## config.mk

```make
export PLATFORM = sky130hd
export DESIGN_NAME = divu_seq
export DESIGN_NICKNAME = d
export VERILOG_FILES = /design/src/rtl/divu_seq.sv
export SDC_FILE = /design/constraint.sdc
export NUM_CORES = 1
export LEC_CHECK = 0
export CORE_MARGIN = 2
export CORE_UTILIZATION = 45
export DETAILED_ROUTE_END_ITERATION = 12
export GPL_TIMING_DRIVEN = 0
export MAX_ROUTING_LAYER = met4
export PLACE_DENSITY = 0.73
export RECOVER_POWER = 50
export SETUP_SLACK_MARGIN = 0.5
export SYNTH_ARGS = -nofsm -noshare
export SYNTH_HDL_FRONTEND = slang
export SYNTH_SLANG_ARGS = --single-unit
export TNS_END_PERCENT = 10
```

## constraint.sdc

```tcl
create_clock -name clk_i -period 3.65 [get_ports clk_i]
set_clock_uncertainty 0.15 [all_clocks]
set_input_delay 0.365 -clock clk_i [delete_from_list [all_inputs] [get_ports clk_i]]
set_output_delay 0.365 -clock clk_i [all_outputs]
set_load 0.02 [all_outputs]
```

## src/rtl/divu_seq.sv

```systemverilog
// Sequential unsigned radix-2 restoring divider, one quotient bit per cycle.
// Optional leading-zero early-out enabled by defining FEAT_DIV_EARLY_OUT_EN.
module divu_seq #(
  parameter int WIDTH = 32
) (
  input  logic             clk_i,
  input  logic             rst_i,
  input  logic             start_i,
  input  logic [WIDTH-1:0] dividend_i,
  input  logic [WIDTH-1:0] divisor_i,
  output logic             busy_o,
  output logic             done_o,
  output logic             valid_o,
  output logic             dbz_o,
  output logic [WIDTH-1:0] quotient_o,
  output logic [WIDTH-1:0] reminder_o
);
  localparam int CW = $clog2(WIDTH + 1);

  typedef enum logic [1:0] {IDLE, CALC, DONE} state_e;

  state_e           state_q;
  logic [CW-1:0]    cnt_q;
  logic [WIDTH-1:0] rem_q, shreg_q, dvsr_q, quo_q, rmd_q;
  logic             busy_q, done_q, valid_q, dbz_q;

  logic [WIDTH:0]   rem_sh, trial;
  logic [WIDTH-1:0] rem_d, shreg_d;
  logic [WIDTH-1:0] load_shreg;
  logic [CW-1:0]    load_cnt;
  logic             shortcut;

  // trial[WIDTH] set means the subtract went negative: restore
  assign rem_sh  = {rem_q, shreg_q[WIDTH-1]};
  assign trial   = rem_sh - {1'b0, dvsr_q};
  assign rem_d   = trial[WIDTH] ? rem_sh[WIDTH-1:0] : trial[WIDTH-1:0];
  assign shreg_d = {shreg_q[WIDTH-2:0], ~trial[WIDTH]};

`ifdef FEAT_DIV_EARLY_OUT_EN
  function automatic logic [CW-1:0] lzc(input logic [WIDTH-1:0] v);
    lzc = CW'(WIDTH);
    for (int i = 0; i < WIDTH; i++)
      if (v[i]) lzc = CW'(WIDTH - 1 - i);
  endfunction

  logic [CW-1:0] lz;
  assign lz         = lzc(dividend_i);
  assign shortcut   = (dividend_i == '0) || (dividend_i < divisor_i);
  assign load_shreg = dividend_i << lz;
  assign load_cnt   = CW'(WIDTH) - lz;
`else
  assign shortcut   = 1'b0;
  assign load_shreg = dividend_i;
  assign load_cnt   = CW'(WIDTH);
`endif

  always_ff @(posedge clk_i) begin
    if (rst_i) begin
      state_q <= IDLE;
      cnt_q   <= '0;
      rem_q   <= '0;
      shreg_q <= '0;
      dvsr_q  <= '0;
      quo_q   <= '0;
      rmd_q   <= '0;
      busy_q  <= 1'b0;
      done_q  <= 1'b0;
      valid_q <= 1'b0;
      dbz_q   <= 1'b0;
    end else begin
      done_q <= 1'b0;
      case (state_q)
        IDLE, DONE: begin
          state_q <= IDLE;
          busy_q  <= 1'b0;
          if (start_i) begin
            valid_q <= 1'b0;
            dbz_q   <= 1'b0;
            dvsr_q  <= divisor_i;
            if (divisor_i == '0) begin
              state_q <= DONE;
              done_q  <= 1'b1;
              valid_q <= 1'b1;
              dbz_q   <= 1'b1;
              quo_q   <= '1;
              rmd_q   <= dividend_i;
            end else if (shortcut) begin
              state_q <= DONE;
              done_q  <= 1'b1;
              valid_q <= 1'b1;
              quo_q   <= '0;
              rmd_q   <= dividend_i;
            end else begin
              state_q <= CALC;
              busy_q  <= 1'b1;
              cnt_q   <= load_cnt;
              rem_q   <= '0;
              shreg_q <= load_shreg;
            end
          end
        end
        CALC: begin
          rem_q   <= rem_d;
          shreg_q <= shreg_d;
          cnt_q   <= cnt_q - CW'(1);
          // final iteration writes the result straight into the output regs
          if (cnt_q == CW'(1)) begin
            state_q <= DONE;
            busy_q  <= 1'b0;
            done_q  <= 1'b1;
            valid_q <= 1'b1;
            quo_q   <= shreg_d;
            rmd_q   <= rem_d;
          end
        end
        default: state_q <= IDLE;
      endcase
    end
  end

  assign busy_o     = busy_q;
  assign done_o     = done_q;
  assign valid_o    = valid_q;
  assign dbz_o      = dbz_q;
  assign quotient_o = quo_q;
  assign reminder_o = rmd_q;
endmodule

```

==> results of run 1 <==
state kept, by name (all words and copies together) (netlist names):
name        count
cnt_q           6
dvsr_q         32
shreg_q        32
reminder_o     32
quotient_o     32
state_q         2
dbz_o           1
valid_o         1
busy_o          1
done_o          1
rem_q          32
cells by family after synthesis:
family                     synth area share
AOI/OAI and AO/OA                     0.253
xor gates and xnor gates             0.0287
adders and majority gates            0.0503
buffers and inverters                0.0589
DFF                                   0.389
muxes                                0.0335
and+or+nand+nor                       0.187
tightest hold or removal path, stage by stage, from the launching register on:
cell,delay [ns]
dfxtp_1,0.31
nand2_1,0.05
a21oi_1,0.05
final cells by class:
cell class	instances	area share
Inverter	52	0.0170
Timing Repair Buffer	154	0.134
Clock buffer	18	0.0369
Multi-Input combinational cell	836	0.443
Tap cell	265	0.0285
Sequential cell	172	0.297
Clock inverter	14	0.0127
Buffer	78	0.0309
cell usage after synthesis, drive strengths merged (10+ instances only):
cell type	n	area, um^2
mux2	21	236
nand2	221	830
inv	52	195
dfxtp	172	3440
a311oi	33	295
nor2	92	353
buf	16	93.8
a21oi	155	776
o211ai	10	80.1
nor4	12	81.3
o21ai	54	274
a211oi	38	285
xor2	13	114
ha	34	425
clkbuf	62	233
nor3	10	50.1
xnor2	16	140
a21o	18	135
power by group through the flow:
stage                     sequential, mW  combinational [mW]  clock, mW
after global routing                2.20                4.72       1.88
after detailed placement            2.21                3.37          0
after CTS                           2.17                3.71       1.79
after floorplan                     2.19                2.55          0
after global placement              2.21                3.34          0
final                               2.19                4.41       1.79
layer usage:
metal  vias up  share of wire  track usage  wire length [um]
met1      4112           0.44        0.345             12200
met3        56          0.071       0.0394              1990
met2       347           0.46        0.429             12900
met4         0          0.028       0.0950               772
li1       4368              -            -                 -
met5         -              0            -                 0
through the flow:
step	total power [mW]	hold WS [ns]	TNS [ns]	setup slack, ns
floorplan	4.75	0.286	0	0.581
global placement	5.55	0.292	-8.48	-0.280
finish	8.39	0.306	0	0.361
global route	8.81	0.327	0	0.211
detailed placement	5.58	0.300	-8.18	-0.294
CTS	7.68	0.309	0	0.418
worst min path at each step:
stage | from | to | slack (ns) | cells past startpoint
after floorplan | dvsr_q[10]$_SDFFE_PP0P_ | dvsr_q[10]$_SDFFE_PP0P_ | 0.29 | 2
after global placement | dvsr_q[3]$_SDFFE_PP0P_ | dvsr_q[3]$_SDFFE_PP0P_ | 0.29 | 2
after detailed placement | dvsr_q[30]$_SDFFE_PP0P_ | dvsr_q[30]$_SDFFE_PP0P_ | 0.30 | 2
after CTS | valid_o$_SDFFE_PP0P_ | valid_o$_SDFFE_PP0P_ | 0.31 | 2
after global routing | dvsr_q[26]$_SDFFE_PP0P_ | dvsr_q[26]$_SDFFE_PP0P_ | 0.33 | 2
final | reminder_o[26]$_SDFFE_PP0P_ | reminder_o[26]$_SDFFE_PP0P_ | 0.31 | 2
what timing repair did:
item | CTS | global route
hold buffers | 0 | 0
pin swaps | 11 | 17
gates resized for setup | 28 | 56
buffers inserted | 6 | 12
setup endpoints to repair | 107 | 86
gates cloned | 1 | 2
==> results by group, run 1 <==
Outcome
  • Outcome: finished clean

Routing
  • DR vias/cell: 5.59
  • Pre-antenna DRT Iters: 5
  • Post-route DRC: 0
  • Wire length per cell: 17.5 um
  • DR vias: 8883
  • Routed Antenna Nets: 0
  • DR iter-0 viols: 796
  • Total Routed Length: 27800 um

Synth
  • Post-synthesis async set-or-reset flop share: 0
  • Yosys Warn Count: 0
  • Syn_area_per_cell: 7.78 um^2
  • Number of distinct library cells after synthesis: 62
  • Top_reg_cell synth: dfxtp_1
  • Cell Area, Synth: 0.00885 mm^2
  • Sequential fraction of the synthesis area: 0.389
  • Syn Inst Count: 1138
  • Mapped Nets: 1240
  • Post-synth EDFFs: 0
  • Seq cells post-synth: 172

Die
  • Die X: 144 um
  • Die height: 144 um
  • Core area: 0.0194 mm^2
  • Die area: 0.0208 mm^2
  • Boundary pin count: 135
  • Site Rows: 51
  • Initial core utilization: 0.456

Worst setup path
  • Cell depth of the worst flop-to-flop path: 15
  • CP bufs+invs: 4
  • CP Cell Sequence: dlygate4sd3_1 > nor4_1 > nand2_1 > nor4_4 > a21o_1 > clkbuf_1 > clkbuf_1 > buf_1 > o221ai_1
  • Startpoint types: primary input
  • Crit Reg-Reg Endpoint: reminder_o[26]$_SDFFE_PP0P_
  • Crit-path max FO: 10
  • Worst Path Arrival: 3.44 ns
  • Worst path depth: 9
  • Crit path from: divisor_i[7]
  • Worst endpoint required time: 3.80 ns
  • Worst r2r src: shreg_q[31]$_SDFFE_PP0P_
  • Kind of critical path: primary input to flop
  • Cell family with most CP delay: buffers and inverters
  • Worst reg2reg setup slack: 0.39 ns
  • CP max stage delay: 0.56 ns
  • Kind of end point of the critical path: flop
  • Critical Path End: reminder_o[25]$_SDFFE_PP0P_
  • Worst-path cell with the longest stage delay: dlygate4sd3_1
  • Crit-path most repeated cell: clkbuf_1

Timing
  • Max Fclk: 304 MHz
  • Worst slew pin tran: 0.875 ns
  • Tmin final: 3.29 ns
  • Relative slew slack: 0.414
  • Final setup fails: 0
  • Slew Limit Fails: 0
  • Unrepaired setup endpoints after global routing: true
  • Final Cycle Share: 0.901
  • Final hold violations: 0

Clock network
  • CTS Sinks: 172
  • Clk_lat worst skew: 0.44 ns
  • Clock Tree Buf Depth: 2
  • TritonCTS Buffers: 17
  • CTS tree: yes
  • CTS root buffer: clkbuf_16
  • Clock input transition at the sequential cells of the worst setup and hold paths: 0.07 ns
  • H-tree levels: 4

Final layout
  • Most common cell after layout, fill and taps aside: nand2_1
  • Layout cells sized above 1: 0.0989
  • Most frequent cells in the layout: nand2_1 (211), dfxtp_1 (167), a21oi_1 (151), nor2_1 (90), dlygate4sd3_1 (70)
  • Multi-input gate area: 0.00515 mm^2
  • Number of fill cells: 1793
  • Register area: 0.00345 mm^2
  • Final Util: 0.599
  • Non-Filler Instances: 1589
  • # nets final: 1413
  • Synthesis-to-finish area growth: 31.3%
  • Final Cell Area: 0.0116 mm^2
  • Ant diodes: 0

Global route
  • Global-route wire length before repair: 42000 um
  • Largest net degree at the start of global routing: 19
  • Total congestion overflow: 0
  • Global-route usage over all layers: 0.267
  • Vias in the first global route: 8242
  • Initial antenna violation count: 0

Pwr
  • PwrDens: 722 mW/mm^2
  • Sw Pwr: 3.36 mW
  • Worst vdd ir: 426 uV
  • Reg power frac: 0.261
  • Pint: 5.03 mW
  • Clk pwr share: 0.214
  • Static leakage: 4.67 nW
  • Switching Fraction: 0.400
  • Comb pwr share: 0.526

Placed design
  • Placed cells: 1536
  • HPWL after DPL: 20800 um
  • Number of I/O port buffers: 133
  • Placer congestion estimate: 0.964
  • Placed inst area: 0.0105 mm^2

Hold path
  • Worst min path class: flop to flop

Run
  • Number of max-cap violations: 0
(Power assumes the default switching activity.)
==> run 2, diff against run 1 <==
--- a/config.mk
+++ b/config.mk
@@ -5,6 +5,7 @@
 export SDC_FILE = /design/constraint.sdc
 export NUM_CORES = 1
 export LEC_CHECK = 0
+export CAP_MARGIN = 25
 export CORE_MARGIN = 2
 export CORE_UTILIZATION = 45
 export DETAILED_ROUTE_END_ITERATION = 12
==> results of run 2 <==
Same layout as run 1: the final DEF is identical, and so are final timing and power.
